File: config.mk
export PLATFORM = sky130hd
export DESIGN_NAME = dest_reg_hazard_unit
export DESIGN_NICKNAME = d
export VERILOG_FILES = /design/src/rtl/dest_reg_hazard_unit.sv
export SDC_FILE = /design/constraint.sdc
export NUM_CORES = 1
export LEC_CHECK = 0
export CAP_MARGIN = 0
export CORE_ASPECT_RATIO = 1.75
export CORE_UTILIZATION = 44
export CTS_CLUSTER_SIZE = 28
export DETAILED_ROUTE_END_ITERATION = 10
export PLACE_DENSITY = 0.8
export SETUP_SLACK_MARGIN = 0.1
export SKIP_LAST_GASP = 1
export SLEW_MARGIN = 40
export SYNTH_ARGS = -nofsm -noshare
export SYNTH_HDL_FRONTEND = slang
export SYNTH_SLANG_ARGS = --single-unit
File: constraint.sdc
create_clock -name clk -period 4.5 [get_ports clk]
set_input_delay 1.35 -clock clk [delete_from_list [all_inputs] [get_ports clk]]
set_output_delay 1.35 -clock clk [all_outputs]
set_load 0.02 [all_outputs]
File: src/rtl/dest_reg_hazard_unit.sv
// dest_reg_hazard_unit
//   Tracks the destination register of the EX instruction through MEM and WB.
//   From that tracked state it produces the EX operand forwarding selects and
//   a load-use stall request. It also keeps a saturating count of stall cycles.
//
// Ports
//   clk, rst                 rising-edge clock, async active-high reset
//   ex_wreg/ex_regwrite/     EX instruction destination and its controls
//   ex_memread/ex_valid/
//   ex_kill
//   ex_rs, ex_rt             EX operand source registers (forwarding compare)
//   id_rs, id_rt,            ID source registers and their use flags (stall compare)
//   id_use_rs, id_use_rt
//   fwd_a, fwd_b             00 regfile, 10 MEM result, 01 WB result
//   stall                    hold PC and IF/ID; insert a bubble into ID/EX
//   wb_wreg, wb_regwrite     registered WB-stage write port controls
//   stall_cnt                saturating count of cycles with stall=1
module dest_reg_hazard_unit #(
    parameter int unsigned REG_W = 5,
    parameter int unsigned CNT_W = 16
) (
    input  logic             clk,
    input  logic             rst,
    input  logic [REG_W-1:0] ex_wreg,
    input  logic             ex_regwrite,
    input  logic             ex_memread,
    input  logic             ex_valid,
    input  logic             ex_kill,
    input  logic [REG_W-1:0] ex_rs,
    input  logic [REG_W-1:0] ex_rt,
    input  logic [REG_W-1:0] id_rs,
    input  logic [REG_W-1:0] id_rt,
    input  logic             id_use_rs,
    input  logic             id_use_rt,
    output logic [1:0]       fwd_a,
    output logic [1:0]       fwd_b,
    output logic             stall,
    output logic [REG_W-1:0] wb_wreg,
    output logic             wb_regwrite,
    output logic [CNT_W-1:0] stall_cnt
);

    localparam logic [1:0] FWD_RF  = 2'b00;
    localparam logic [1:0] FWD_MEM = 2'b10;
    localparam logic [1:0] FWD_WB  = 2'b01;

    logic [REG_W-1:0] mem_wreg;
    logic             mem_regwrite;
    logic             mem_memread;
    logic             ex_live;
    logic             ex_is_load;
    logic             rs_hit;
    logic             rt_hit;

    assign ex_live = ex_valid & ~ex_kill;

    // Stage tracker: a squashed or empty EX slot enters MEM as a bubble.
    always_ff @(posedge clk or posedge rst) begin
        if (rst) begin
            mem_wreg     <= '0;
            mem_regwrite <= 1'b0;
            mem_memread  <= 1'b0;
            wb_wreg      <= '0;
            wb_regwrite  <= 1'b0;
        end else begin
            if (ex_live) begin
                mem_wreg     <= ex_wreg;
                mem_regwrite <= ex_regwrite;
                mem_memread  <= ex_memread;
            end else begin
                mem_wreg     <= '0;
                mem_regwrite <= 1'b0;
                mem_memread  <= 1'b0;
            end
            wb_wreg     <= mem_wreg;
            wb_regwrite <= mem_regwrite;
        end
    end

    // Forwarding selects; MEM is the younger producer so it is checked first.
    always_comb begin
        fwd_a = FWD_RF;
        fwd_b = FWD_RF;
        if (!rst) begin
            if (mem_regwrite && (mem_wreg != '0) && (mem_wreg == ex_rs)) begin
                fwd_a = FWD_MEM;
            end else if (wb_regwrite && (wb_wreg != '0) && (wb_wreg == ex_rs)) begin
                fwd_a = FWD_WB;
            end
            if (mem_regwrite && (mem_wreg != '0) && (mem_wreg == ex_rt)) begin
                fwd_b = FWD_MEM;
            end else if (wb_regwrite && (wb_wreg != '0) && (wb_wreg == ex_rt)) begin
                fwd_b = FWD_WB;
            end
        end
    end

    // Load-use detection against the instruction sitting in ID.
    always_comb begin
        ex_is_load = ex_live & ex_memread & ex_regwrite & (ex_wreg != '0);
        rs_hit     = id_use_rs & (id_rs == ex_wreg);
        rt_hit     = id_use_rt & (id_rt == ex_wreg);
        stall      = ~rst & ex_is_load & (rs_hit | rt_hit);
    end

    // Saturating stall-cycle counter.
    always_ff @(posedge clk or posedge rst) begin
        if (rst) begin
            stall_cnt <= '0;
        end else if (stall && (stall_cnt != {CNT_W{1'b1}})) begin
            stall_cnt <= stall_cnt + CNT_W'(1);
        end
    end

    // A load still in MEM has no data yet; the stall must keep it from feeding EX.
    a_no_load_fwd_from_mem: assert property (@(posedge clk) disable iff (rst)
        !(ex_valid && mem_regwrite && mem_memread && ((fwd_a == FWD_MEM) || (fwd_b == FWD_MEM))));

endmodule
Word level (Yosys, flattened, before mapping)
Index checks and enable logic that the tools add are counted.
- add/subtract/negate cells: 1
- equality and inequality tests: 7
- muxes and demuxes: 8
- bitwise operators: 11
- reduce and logical (&&, ||, !) cells: 10
- operator list (kind ; count):
    $eq 5x5->1 ; 6
    $add 16x1->16 const B ; 1
    $ne 16x16->1 const B ; 1
    $reduce_bool 5->1 ; 3
    $and 1x1->1 ; 8
    $mux 2 ; 4
    $logic_and 1x1->1 ; 7
    $mux 5 ; 1
    $mux 1 ; 3
    $not 1->1 ; 2
    $or 1x1->1 ; 1
- register bits: 28
- input port bits: 33
- logic and storage cells: 42

Longest topological paths before layout
Gate-level depths: netlist of the first run.
- depth in word-level cells: 8
- depth in mapped cells: 6
- depth with buffers taken out: 6

Least setup slack after synthesis of the first run
Ideal clock, no wire load.
- kind: input port to output port
- start point: in rst
- end point: out fwd_b[0]
- arrival time: 3.336 ns
- path slack: -0.186 ns
- cell stages on the path: 4
- buffers on the path: 0
- cell sequence: inv_1 > o211ai_1 > or4_1 > nor4_1
- word-level cells in the longest chain between the ends: 1
- ends and longest elaborated chain (item ; line ; RTL):
    start: declaration ; 23 ; input logic rst,
    $mux 2 ; 84 ; if (!rst) begin
    end: declaration ; 36 ; output logic [1:0] fwd_b,
Every way passes these cells.

Worst setup path in the final report of the first run
Ends and elaborated chain as after synthesis.

==> results of run 1 <==
synth_stat cells:
cell type,n
and2b_2,2
nand2_4,1
and2_1,5
and3_1,3
o211ai_1,1
and3b_2,1
nor4_4,1
nand3_1,11
nand3b_1,1
nor2_1,4
ha_1,1
and4_2,1
mux2_4,1
nor4_1,4
nand4b_1,2
buf_2,1
and4_1,1
a31oi_4,1
nor3_1,5
nand4_1,8
o21ai_1,1
nor2b_1,1
o22ai_2,1
or4_4,1
and2_2,1
or4_1,3
dfrtp_1,28
xor2_1,8
inv_1,1
o211ai_4,1
nand2_1,11
xnor2_1,37
power by group:
part	switching, W	internal (W)	leakage (nW)	total, W
logic	0.0000382	0.0000555	0.583	0.0000937
registers	0.00000598	0.000256	0.385	0.000262
clock network	0.0000693	0.0000599	0.0216	0.000129
metal layers:
| layer | vias to the layer above | track usage | part of all wire |
|---|---|---|---|
| li1 | 674 | - | - |
| met1 | 671 | 0.2348 | 0.41 |
| met2 | 50 | 0.3824 | 0.53 |
| met3 | 4 | 0.02857 | 0.050 |
| met4 | 0 | 0.06667 | 0.0089 |
| met5 | - | 0 | 0 |
worst reg2reg max path: stages, from the launching register on:
cell     delay (ps)
dfrtp_1         410
ha_1            250
nand2_1         140
nor4_4          240
a31oi_4         210
nand2_4         130
mux2_4          300
through the flow:
| step | hold WS (ps) | cell area, um^2 | TNS [ps] | utilization |
|---|---|---|---|---|
| 6_report | 381.1 | 2371 | 0 | 0.6906 |
| 3_5_place_dp | 363.8 | 2340 | -382.3 | 0.6815 |
| 2_1_floorplan | 350.5 | 1615 | 0 | - |
| 5_1_grt | 387.1 | 2371 | 0 | 0.6906 |
| 4_1_cts | 385.0 | 2380 | 0 | 0.6931 |
| 3_3_place_gp | 360.5 | 2340 | -277.0 | 0.6815 |
cells by family after synthesis:
family	after synthesis	share of synthesized area
buffers and inverters	2	0.005430
XOR/XNOR	45	0.2446
adder cells (fa/ha/maj)	1	0.007763
AO/OA/AOI/OAI	5	0.04192
flip-flops	28	0.4348
AND/OR/NAND/NOR	67	0.2562
multiplexers	1	0.009314
timing repair:
action	in CTS	in global routing
setup endpoints to repair	4	3
pin swaps	0	0
resized for setup	8	3
area by class of cell:
| class | instances | share of cell area |
|---|---|---|
| timing repair buffer | 70 | 0.2797 |
| multi-input combinational | 119 | 0.3805 |
| sequential | 28 | 0.2955 |
| clock buffer | 3 | 0.01741 |
| inverter | 1 | 0.003166 |
| tap | 45 | 0.02375 |
final timing paths:
| kind | startpoint | to | slack (ps) | cells past startpoint |
|---|---|---|---|---|
| setup / recovery | rst | fwd_b[0] | 190 | 6 |
| max in group asynchronous | rst | wb_regwrite | 2660 | 3 |
| hold / removal | mem_regwrite | wb_regwrite | 380 | 0 |
| setup reg to reg | stall_cnt[0] | stall_cnt[1] | 2730 | 6 |
| hold reg to reg | mem_regwrite | wb_regwrite | 380 | 0 |
| min in group asynchronous | rst | wb_wreg[1] | 1580 | 3 |
flip-flops by register name (all words and copies together), names as in the netlist:
signal and count:
mem_regwrite 1, wb_regwrite 1, stall_cnt 16, wb_wreg 5, mem_wreg 5
==> run summary, run 1 <==
status - completed
Post-Syn Area - 1612 um^2
Antenna Nets Post-Route - 0
core area - 3433 um^2
unrepaired setup endpoints after global routing - yes
HPWL Detailed - 3016 um
fillcell total - 277
vias in the first global route - 1424
I/O pin total - 60
Final GP Congestion - 0.7945
area occupied by multi-input gates - 902.1 um^2
CP arrival - 2960 ps
post-DR wirelength/cell - 13.97 um
pwr dens - 204.6 nW/um^2
WL final - 3715 um
f_max - 231.9 MHz
Slowest-stage cell, CP - or4_1
Site Rows - 28
synth warn - 0
routed vias/inst - 5.259
Port-buffer cells - 59
Total GRT Usage - 0.2093
commonest non-fill, non-tap cell in the layout - clkdlybuf4s50_1
CP top delay family - buffers and inverters
CP peak stage delay - 530 ps
via count - 1399
final std cells w/o fill - 266
htree depth - 1
CTS tree - yes
most frequent cells in the layout - clkdlybuf4s50_1 (54), xnor2_1 (37), dfrtp_1 (28)
register area - 700.7 um^2
Synth Area per Inst - 10.82 um^2
GRT Residual Overflow - 0
full die area - 3918 um^2
Final #Nets - 257
Area Growth Syn to Fin - 47.13%
Longest Clk Path Bufs - 2
leakage - 0.9895 nW
1st-pass router iterations - 4
largest net degree at the start of global routing - 29
layout cell share with drive strength beyond 1 - 0.1312
hold_buf cts - 0
Synth Register Bits - 28
Netlist cell types - 32
first-pass GRT wire length - 6072 um
Post-Synthesis Cells - 149
max-cap check violation count - 0
Root Buffer - clkbuf_8
total CTS buffers - 3
critical path type - in -> out
syn_nets - 183
CP bufs+invs - 3
Setup Viol. Count Final - 0
Worst Tran Pin Value - 444.3 ps
initial antenna violation count - 0
Post-Route Skew - 7.588 ps
Fin. Hold Viols - 0
Rel. slew slack - 0.7015
setup ws final - 188.7 ps
main area contributors after synthesis - dfrtp_1 (43%), xnor2_1 (20%), xor2_1 (4.3%)
Critical Path Start Type - input port
final worst-path cycle share - 0.9581
clock sink count - 28
Clk pin slew, worst setup/hold paths - 80 ps
minimum clock period - 4311 ps
worst hold path class - reg -> reg
Initial DRC Count - 19
Clock Latency Late Sink - 270 ps
Synth area leader - dfrtp_1
critical path endpoint category - output port
# placed instances - 263
DRC viols - 0
Worst VDD drop - 0.0001831 V
Pins Over Slew Limit - 0
starting density of the core - 0.4694
worst path cell trace - clkdlybuf4s50_1 -> clkinvlp_4 -> o211ai_1 -> or4_1 -> nor4_1 -> buf_2
Antenna Diode Count - 0
Placement Setup Slack - -242.7 ps
Post-CTS Setup Repair Bufs - 0
Die X-Extent - 47.75 um
Critical Path RT - 3150 ps
top cell type's share of synthesized area - 0.4348
crit-path max FO - 2
sequential share of the synthesized area - 0.4348
total power - 0.0004851 W
Die Height - 82.06 um
Note: power is estimated with default switching activity, not from simulation.
==> run 2, diff against run 1 <==
Settings changed: CORE_MARGIN set to 2.
==> run 2 against run 1 <==
Power rose by 3.9%. Count of clock-buffer cells in the layout rose by 1. Clock power rose by 15%. Fmax rose by 0.89%. Sequential cell count did not move. Cell area rose by 0.63%. Via count fell by 0.21%. Utilization fell by 2.0 points. Sequential share of layout area fell by 0.19 points. Worst hold slack got worse by 5.9 ps. Final cell count rose by 0.75%. Critical path type unchanged. Highest routed layer unchanged.
==> run summary, run 2 (synthesis results as in run 1) <==
htree depth - 1
Die X-Extent - 49.75 um
I/O pin total - 60
commonest non-fill, non-tap cell in the layout - clkdlybuf4s50_1
Critical path origin - rst
setup ws final - 226.7 ps
crit-path max FO - 2
Rel. slew slack - 0.6346
critical path type - in -> out
Die Height - 84.06 um
Placement Setup Slack - -231.2 ps
post-DR wirelength/cell - 14.10 um
fillcell total - 299
CTS tree - yes
initial antenna violation count - 0
Setup Viol. Count Final - 0
Fin. Hold Viols - 0
HPWL Detailed - 3152 um
Worst VDD drop - 0.0002080 V
max-cap check violation count - 0
CP top delay family - buffers and inverters
worst path cell trace - clkdlybuf4s50_1 -> clkinvlp_4 -> o211ai_1 -> or4_1 -> nor4_1 -> clkbuf_2
most frequent cells in the layout - clkdlybuf4s50_1 (54), xnor2_1 (37), dfrtp_1 (28)
pwr dens - 211.1 nW/um^2
Longest Clk Path Bufs - 2
vias in the first global route - 1492
f_max - 234.0 MHz
Initial DRC Count - 20
Post-CTS Setup Repair Bufs - 0
Largest register FFs - 16
GRT Residual Overflow - 0
full die area - 4182 um^2
Site Rows - 29
Antenna Nets Post-Route - 0
Slowest-stage cell, CP - or4_1
Clock Latency Late Sink - 270 ps
Final #Nets - 257
CP Depth - 6
Area Growth Syn to Fin - 48.06%
Final GP Congestion - 0.8716
DRC viols - 0
r2r setup slk - 2650 ps
r2r endpoint - stall_cnt[15]
clock sink count - 28
1st-pass router iterations - 4
Antenna Diode Count - 0
leakage - 0.9957 nW
WL final - 3778 um
via count - 1396
Worst Tran Pin Value - 543.9 ps
core area - 3556 um^2
Largest Register - stall_cnt
CP peak stage delay - 520 ps
worst hold path class - reg -> reg
unrepaired setup endpoints after global routing - no
CP bufs+invs - 3
Post-Route Skew - 13.32 ps
starting density of the core - 0.4532
Worst Setup EP - fwd_b[0]
total CTS buffers - 3
Root Buffer - clkbuf_8
CP arrival - 2920 ps
Pins Over Slew Limit - 0
Largest regs - stall_cnt: 16 flops, mem_wreg: 5 flops, wb_wreg: 5 flops
Critical Path RT - 3150 ps
R2R depth - 6
final worst-path cycle share - 0.9496
Critical Path Start Type - input port
layout cell share with drive strength beyond 1 - 0.1351
routed vias/inst - 5.209
status - completed
startpoint of the worst register-to-register path - stall_cnt[0]
Port-buffer cells - 59
first-pass GRT wire length - 6782 um
minimum clock period - 4273 ps
final hold slack - 375.2 ps
largest net degree at the start of global routing - 29
Clk pin slew, worst setup/hold paths - 80 ps
Total GRT Usage - 0.2037
critical path endpoint category - output port
## run 2: cell types whose count changed in the layout (fill, tap and decap cells not counted), sizes merged
cell | before | now
clkbuf | 4 | 6
buf | 12 | 11
## run 2: what timing repair did
action	CTS	global route
gates resized for setup	5	5
endpoints found under the setup margin	4	3
pin swaps	0	0
hold buffers	0	0
## run 2: per-stage QoR
| step | util | area, um^2 | instances | setup TNS, ps | total power [W] |
|---|---|---|---|---|---|
| 2_1_floorplan | - | 1615 | 149 | 0 | 0.0003062 |
| 3_3_place_gp | 0.6583 | 2341 | 264 | -278.7 | 0.0003590 |
| 3_5_place_dp | 0.6583 | 2341 | 264 | -375.1 | 0.0003622 |
| 4_1_cts | 0.6728 | 2392 | 268 | 0 | 0.0005090 |
| 5_1_grt | 0.6710 | 2386 | 268 | 0 | 0.0005292 |
| 6_report | 0.6710 | 2386 | 268 | 0 | 0.0005038 |
## run 2: worst register-to-register path: cells and delay by family, from the launching register on
kind	cells	cell delay, ps
xor gates and xnor gates	1	160
adders and majority gates	1	280
and+or+nand+nor	4	870
DFF	1	430
## run 2: final cells by class
| cell class | instances | area (um^2) | share of cell area |
|---|---|---|---|
| timing repair buffer | 70 | 663.1 | 0.2779 |
| multi-input combinational | 119 | 902.1 | 0.3781 |
| clock buffer | 4 | 55.05 | 0.02307 |
| sequential | 28 | 700.7 | 0.2937 |
| tap | 46 | 57.56 | 0.02412 |
| inverter | 1 | 7.507 | 0.003146 |
## run 2: worst min-delay path by stage
stage | start | end | slack, ps | cells after the start
2_1_floorplan | mem_regwrite | wb_regwrite | 350 | 0
3_3_place_gp | mem_regwrite | wb_regwrite | 360 | 0
3_5_place_dp | mem_regwrite | wb_regwrite | 360 | 0
4_1_cts | mem_regwrite | wb_regwrite | 380 | 0
5_1_grt | mem_regwrite | wb_regwrite | 400 | 0
6_report | mem_regwrite | wb_regwrite | 380 | 0
## run 2: layer usage
metal / up-vias / part of all wire / GRT usage
li1: 672 / - / -
met1: 672 / 0.38 / 0.2307
met2: 48 / 0.56 / 0.3867
met3: 4 / 0.038 / 0.01971
met4: 0 / 0.012 / 0.06061
met5: - / 0 / 0
## run 2: power by group
part           switching, W  internal, W  leakage, nW   total, W
Clock             0.0000699    0.0000781       0.0288   0.000148
Combinational     0.0000381    0.0000555        0.582  0.0000936
Sequential       0.00000603     0.000256        0.385   0.000262
